File: config.mk
export PLATFORM = sky130hd
export DESIGN_NAME = min_max_ctrl
export DESIGN_NICKNAME = d
export VERILOG_FILES = /design/src/rtl/min_max_ctrl.sv
export SDC_FILE = /design/constraint.sdc
export NUM_CORES = 1
export LEC_CHECK = 0
export ABC_AREA = 1
export BUFFER_PORTS_ARGS = -buffer_cell sky130_fd_sc_hd__buf_2
export CAP_MARGIN = 10
export CORE_MARGIN = 4
export CORE_UTILIZATION = 45
export CTS_CLUSTER_SIZE = 8
export DETAILED_ROUTE_END_ITERATION = 12
export PLACE_DENSITY = 0.74
export SYNTH_ARGS = -nofsm -noshare
export SYNTH_HDL_FRONTEND = slang
export SYNTH_SLANG_ARGS = --single-unit
File: constraint.sdc
create_clock -name clk_i -period 4.4 [get_ports clk_i]
set_clock_uncertainty 0.2 [all_clocks]
set_input_delay 0.88 -clock clk_i [delete_from_list [all_inputs] [get_ports clk_i]]
set_output_delay 0.88 -clock clk_i [all_outputs]
set_load 0.1 [all_outputs]
File: src/rtl/min_max_ctrl.sv
// min_max_ctrl: synchronises and debounces the board buttons and switches, and holds the
//   editable min/max/value registers with min <= max. It also generates the osc strobe.
// Latency: pin edge to register update is 2 + DEBOUNCE_CYCLES + 1 cycles. com_o lags 3 cycles.
// Backpressure: none; every output is registered and updates unconditionally.
// Optional auto-repeat on held up/down buttons: define MIN_MAX_CTRL_AUTOREPEAT_EN.
module min_max_ctrl #(
  parameter int VALSIZE         = 4,
  parameter int DEBOUNCE_CYCLES = 4,
  parameter int OSC_PERIOD      = 8,
  parameter int OSC_HIGH        = 2
`ifdef MIN_MAX_CTRL_AUTOREPEAT_EN
  ,
  parameter int REPEAT_DELAY    = 20,
  parameter int REPEAT_RATE     = 10
`endif
) (
  input  logic               clk_i,
  input  logic               rst_i,
  input  logic               btn_up_i,
  input  logic               btn_down_i,
  input  logic               btn_sel_i,
  input  logic [1:0]         com_sw_i,
  output logic [1:0]         com_o,
  output logic [VALSIZE-1:0] min_o,
  output logic [VALSIZE-1:0] max_o,
  output logic [VALSIZE-1:0] val_o,
  output logic               osc_o,
  output logic [1:0]         sel_o
);

  localparam int DBW = (DEBOUNCE_CYCLES > 1) ? $clog2(DEBOUNCE_CYCLES) : 1;
  localparam logic [DBW-1:0] DB_LAST = DBW'(DEBOUNCE_CYCLES - 1);
  localparam int OW = $clog2(OSC_PERIOD);
  localparam logic [OW-1:0] OSC_LAST = OW'(OSC_PERIOD - 1);
  localparam logic [OW-1:0] OSC_HI   = OW'(OSC_HIGH);
  localparam logic [VALSIZE-1:0] VMAX = '1;
  localparam logic [VALSIZE-1:0] VZERO = '0;

  // Button bit order in all 3-bit vectors: [0] up, [1] down, [2] sel.
  localparam int B_UP  = 0;
  localparam int B_DN  = 1;
  localparam int B_SEL = 2;

  typedef enum logic [1:0] {
    S_VAL = 2'b00,
    S_MIN = 2'b01,
    S_MAX = 2'b10
  } sel_t;

  logic [2:0]         r_btn_s1;
  logic [2:0]         r_btn_s2;
  logic [1:0]         r_com_s1;
  logic [1:0]         r_com_s2;
  logic [1:0]         r_com;
  logic [1:0]         r_vld_sh;
  logic [DBW-1:0]     r_db_cnt [3];
  logic [2:0]         r_deb;
  logic [2:0]         r_deb_d;
  logic [2:0]         r_armed;
  logic [OW-1:0]      r_osc_cnt;
  logic               r_osc;
  sel_t               r_sel;
  logic [VALSIZE-1:0] r_min;
  logic [VALSIZE-1:0] r_max;
  logic [VALSIZE-1:0] r_val;

  logic               w_sync_vld;
  logic [2:0]         w_edge;
  logic [1:0]         w_rep;
  logic               w_sel_evt;
  logic               w_up_evt;
  logic               w_dn_evt;
  logic               w_up;
  logic               w_dn;

  // Two-flop synchronisers for buttons and mode switches, plus the registered com output.
  // r_vld_sh marks when the synchroniser outputs reflect real pin levels after reset.
  always_ff @(posedge clk_i or posedge rst_i) begin
    if (rst_i) begin
      r_btn_s1 <= '0;
      r_btn_s2 <= '0;
      r_com_s1 <= '0;
      r_com_s2 <= '0;
      r_com    <= '0;
      r_vld_sh <= '0;
    end else begin
      r_btn_s1 <= {btn_sel_i, btn_down_i, btn_up_i};
      r_btn_s2 <= r_btn_s1;
      r_com_s1 <= com_sw_i;
      r_com_s2 <= r_com_s1;
      r_com    <= r_com_s2;
      r_vld_sh <= {r_vld_sh[0], 1'b1};
    end
  end

  assign w_sync_vld = r_vld_sh[1];

  // Debounce: the level flips after DEBOUNCE_CYCLES consecutive mismatching cycles.
  // A button is armed only once it has been seen released after reset, so a button
  // held through reset produces no event until it is released and pressed again.
  always_ff @(posedge clk_i or posedge rst_i) begin
    if (rst_i) begin
      for (int i = 0; i < 3; i++) r_db_cnt[i] <= '0;
      r_deb   <= '0;
      r_deb_d <= '0;
      r_armed <= '0;
    end else begin
      r_deb_d <= r_deb;
      for (int i = 0; i < 3; i++) begin
        if (r_btn_s2[i] == r_deb[i]) begin
          r_db_cnt[i] <= '0;
        end else if (r_db_cnt[i] == DB_LAST) begin
          r_deb[i]    <= r_btn_s2[i];
          r_db_cnt[i] <= '0;
        end else begin
          r_db_cnt[i] <= r_db_cnt[i] + DBW'(1);
        end
        if (w_sync_vld && !r_btn_s2[i]) r_armed[i] <= 1'b1;
      end
    end
  end

  assign w_edge    = r_deb & ~r_deb_d & r_armed;
  assign w_sel_evt = w_edge[B_SEL];

`ifdef MIN_MAX_CTRL_AUTOREPEAT_EN
  localparam int RMAX = (REPEAT_DELAY > REPEAT_RATE) ? REPEAT_DELAY : REPEAT_RATE;
  localparam int RW   = $clog2(RMAX + 1);
  localparam logic [RW-1:0] R_DELAY = RW'(REPEAT_DELAY);
  localparam logic [RW-1:0] R_RATE  = RW'(REPEAT_RATE);

  logic [RW-1:0] r_rep_cnt [2];
  logic [1:0]    r_rep_ph;

  // Repeat fires REPEAT_DELAY cycles after the press event, then every REPEAT_RATE.
  always_comb begin
    w_rep = '0;
    for (int i = 0; i < 2; i++) begin
      w_rep[i] = r_deb[i] & r_armed[i] &
                 (r_rep_ph[i] ? (r_rep_cnt[i] == R_RATE) : (r_rep_cnt[i] == R_DELAY));
    end
  end

  // Hold-time counters for up/down; cleared on release and on any sel event.
  always_ff @(posedge clk_i or posedge rst_i) begin
    if (rst_i) begin
      for (int i = 0; i < 2; i++) r_rep_cnt[i] <= '0;
      r_rep_ph <= '0;
    end else begin
      for (int i = 0; i < 2; i++) begin
        if (!r_deb[i] || w_sel_evt) begin
          r_rep_cnt[i] <= '0;
          r_rep_ph[i]  <= 1'b0;
        end else if (w_rep[i]) begin
          r_rep_cnt[i] <= RW'(1);
          r_rep_ph[i]  <= 1'b1;
        end else begin
          r_rep_cnt[i] <= r_rep_cnt[i] + RW'(1);
        end
      end
    end
  end
`else
  assign w_rep = '0;
`endif

  assign w_up_evt = w_edge[B_UP] | w_rep[B_UP];
  assign w_dn_evt = w_edge[B_DN] | w_rep[B_DN];
  // sel wins over up/down; simultaneous up and down cancel each other.
  assign w_up = w_up_evt & ~w_dn_evt & ~w_sel_evt;
  assign w_dn = w_dn_evt & ~w_up_evt & ~w_sel_evt;

  // Edit-state FSM and the min/max/value registers; saturating, never wrapping.
  always_ff @(posedge clk_i or posedge rst_i) begin
    if (rst_i) begin
      r_sel <= S_VAL;
      r_min <= VZERO;
      r_max <= VMAX;
      r_val <= VZERO;
    end else if (w_sel_evt) begin
      case (r_sel)
        S_VAL:   r_sel <= S_MIN;
        S_MIN:   r_sel <= S_MAX;
        default: r_sel <= S_VAL;
      endcase
    end else begin
      case (r_sel)
        S_VAL: begin
          if (w_up && r_val != VMAX) r_val <= r_val + 1'b1;
          else if (w_dn && r_val != VZERO) r_val <= r_val - 1'b1;
        end
        S_MIN: begin
          if (w_up && r_min < r_max) r_min <= r_min + 1'b1;
          else if (w_dn && r_min != VZERO) r_min <= r_min - 1'b1;
        end
        S_MAX: begin
          if (w_up && r_max != VMAX) r_max <= r_max + 1'b1;
          else if (w_dn && r_max > r_min) r_max <= r_max - 1'b1;
        end
        default: r_sel <= S_VAL;
      endcase
    end
  end

  // Free-running oscillation counter; strobe is high for the first OSC_HIGH counts.
  always_ff @(posedge clk_i or posedge rst_i) begin
    if (rst_i) begin
      r_osc_cnt <= '0;
      r_osc     <= 1'b0;
    end else begin
      r_osc     <= (r_osc_cnt < OSC_HI);
      r_osc_cnt <= (r_osc_cnt == OSC_LAST) ? '0 : r_osc_cnt + OW'(1);
    end
  end

  assign com_o = r_com;
  assign min_o = r_min;
  assign max_o = r_max;
  assign val_o = r_val;
  assign osc_o = r_osc;
  assign sel_o = r_sel;

endmodule

==> flow_summary.json <==
{
  "maxClockFrequency_ghz": 0.383,
  "antenna_violations_before_repair": 0,
  "dp.final_hpwl_microns": 2550,
  "most_common_library_cell_in_the_layout_ignoring_fill_and_taps": "sky130_fd_sc_hd__nand2_1",
  "holdBufCountCts": 0,
  "final_antenna_net_count": 0,
  "layout-area-overhead-vs-synth_pct": 14.3,
  "clk_path_buf_depth": 2,
  "routabilityCongestion": 0.794,
  "portBuffers": 23,
  "netlist.area_leader.share": 0.485,
  "drive_gt1_frac": 0.229,
  "slew_violations": 0,
  "netlist_top_cells_area": "sky130_fd_sc_hd__dfrtp_1, sky130_fd_sc_hd__ha_1, sky130_fd_sc_hd__nand2_1",
  "yosys_register_bits": 47,
  "clk-insertion-delay-late_ns": 0.29,
  "routed_via_density": 4.61,
  "grt_start_max_net_pins": 48,
  "timing.critical_path.required_ns": 4.39,
  "postSynthCellCount": 214,
  "timing.max_cap.violations": 0,
  "slew_headroom": 0.369,
  "timing.critical_path.mode_cell": "sky130_fd_sc_hd__nand2_1",
  "syn_nets": 239,
  "synth-warning-count": 0,
  "crit_path_max_fanout": 6,
  "final_net_count": 269,
  "setup_viol": 0,
  "hold_path_class": "reg2reg",
  "post_detailed_route_drc_marker_count": 0,
  "finalCritPeriodShare": 0.593,
  "synthDistinctLibCells": 31,
  "die_area_sq_um": 6120,
  "postCtsResizedCells": 0,
  "tritoncts": "built",
  "cp_cell_sequence": "inv_1, ha_1, inv_1, nand2_1, nand2_1, nand2_1, nand2_1, nand3_4, ha_1, nand2_1, nand2_1, nor2_1, nand4_1, nand2_1, clkinv_1, nand3_1, nand2_1",
  "holdCritStartpoint": "r_btn_s1[2]",
  "grtUsageTotal": 0.126,
  "worst_path_largest_cell_delay_ns": 0.60,
  "wl_per_cell_microns": 10.7,
  "worst_hold_path.num_cells": 0,
  "vias": 1437,
  "worst_setup_path_start_kind": "flip-flop",
  "num_antenna_cells": 0,
  "first_global_vias": 1440,
  "rr_worst_depth": 17,
  "timing.rr.end": "min_o[3]",
  "holdPathEnd": "r_btn_s2[2]",
  "post_cts_setup_inserts": 0,
  "clk_root_buffer_cell": "sky130_fd_sc_hd__clkbuf_8",
  "globalRouteMet1Util": 0.160,
  "start_util": 0.467,
  "design.core.area_sq_um": 4750,
  "fp-row-count": 25,
  "synthesis.area_sq_um": 2220,
  "grt-busiest-layer": "met2",
  "finalHoldViolations": 0,
  "top_level_ports": 24,
  "regToRegStartpoint": "max_o[0]",
  "clk_transition_reported_paths_ns": 0.08,
  "timing_worst_slew_pin_value_ns": 0.945,
  "drtIter0Drc": 44,
  "htree_levels": 2,
  "gr-total-overflow": 0,
  "grt_setup_unrepaired": "no",
  "yosysSeqAreaShare": 0.532,
  "result_of_the_run": "finished, final reports clean",
  "worst_ep_arrival_time_ns": 2.60,
  "syn-mean-instance-area_sq_um": 10.4,
  "crit_type": "reg2reg",
  "critPathSlowestCell": "sky130_fd_sc_hd__dfstp_2",
  "first_pass_grt_wire_length_microns": 6150,
  "numCtsBuffers": 5,
  "timing.critical_path.to_type": "flip-flop",
  "dieHeight_microns": 78.2,
  "layout_min_cycle_time_ns": 2.61,
  "synthDominantAreaCellType": "sky130_fd_sc_hd__dfrtp_1",
  "most-common-layout-cells": "sky130_fd_sc_hd__nand2_1, sky130_fd_sc_hd__dfrtp_1, sky130_fd_sc_hd__inv_1",
  "fin_setup_tns_ns": 0,
  "drt_pre_antenna_iters": 4,
  "met3_usage": 0.0310,
  "totalWireLength_microns": 3350,
  "globalRouteMet2Util": 0.210,
  "regToRegSetupSlack_ns": 1.79,
  "clock-sinks": 47,
  "die_width_microns": 78.2,
  "hold_slack_ns": 0.151
}
-- worst max path at each step --
stage	start	endpoint	slack (ns)	depth (start not counted)
5_1_grt	max_o[0]	min_o[3]	1.58	17
4_1_cts	max_o[0]	min_o[3]	1.80	17
3_3_place_gp	max_o[0]	min_o[3]	1.92	17
3_5_place_dp	max_o[0]	min_o[3]	1.81	17
6_report	max_o[0]	min_o[3]	1.79	17
2_1_floorplan	min_o[1]	min_o[3]	1.34	17
-- metrics by stage --
stage	util	instance area [sq um]	setup slack [ns]	std cells
final	0.533	2540	1.79	312
after global routing	0.533	2540	1.58	312
after CTS	0.533	2540	1.80	312
after detailed placement	0.509	2420	1.81	304
after global placement	0.509	2420	1.92	304
after floorplan	-	2220	1.34	214
-- cell usage after synthesis, drive strengths merged --
| master | n |
|---|---|
| nand2 | 56 |
| dfrtp | 43 |
| inv | 30 |
| nor2 | 18 |
| ha | 15 |
| nand3 | 11 |
| o21ai | 7 |
| xnor2 | 5 |
| dfstp | 4 |
| xor2 | 4 |
| fa | 3 |
| mux2 | 3 |
| nand4 | 3 |
| nor3 | 3 |
| o21bai | 3 |
| a21oi | 2 |
| a31oi | 1 |
| and3 | 1 |
| clkinv | 1 |
| conb | 1 |
-- cell type report --
| class | count | area [sq um] |
|---|---|---|
| clock buffers | 6 | 82.6 |
| clock inverters | 2 | 35.0 |
| fillers | 458 | 2220 |
| inverters | 31 | 116 |
| multi-input cells | 136 | 922 |
| flip-flops and latches | 47 | 1180 |
| well taps | 67 | 83.8 |
| repair buffers | 23 | 115 |
-- state kept, by name (all words and copies together), names as in the netlist --
name	flops
r_armed	3
sel_o	2
r_com_s2	2
r_db_cnt	6
min_o	4
r_deb	3
r_btn_s2	3
osc_o	1
r_btn_s1	3
r_com_s1	2
r_osc_cnt	3
max_o	4
r_deb_d	3
val_o	4
r_vld_sh	2
com_o	2
-- logic make-up after synthesis --
family	count (synthesis)	synth area share
AO/OA/AOI/OAI	13	0.0400
XOR/XNOR	9	0.0355
adder cells (fa/ha/maj)	18	0.112
buffers and inverters	31	0.0524
flip-flops	47	0.532
multiplexers	3	0.0152
other	1	0.00169
AND/OR/NAND/NOR	92	0.211
-- layer usage --
| metal | vias up | routed length [microns] |
|---|---|---|
| li1 | 734 | - |
| met5 | - | 0 |
| met1 | 678 | 1540 |
| met2 | 21 | 1620 |
| met3 | 4 | 142 |
| met4 | 0 | 44 |
-- critical path, delay by kind of cell, from the launching register on --
family / cells / cell delay (ns)
simple gates: 12 / 1.01
flops: 1 / 0.60
fa+ha+maj: 2 / 0.51
buf+inv: 3 / 0.19
Power is left out: the tool's default activity adds up to more than one toggle a clock period on the data nets, which glitch-free logic cannot reach.
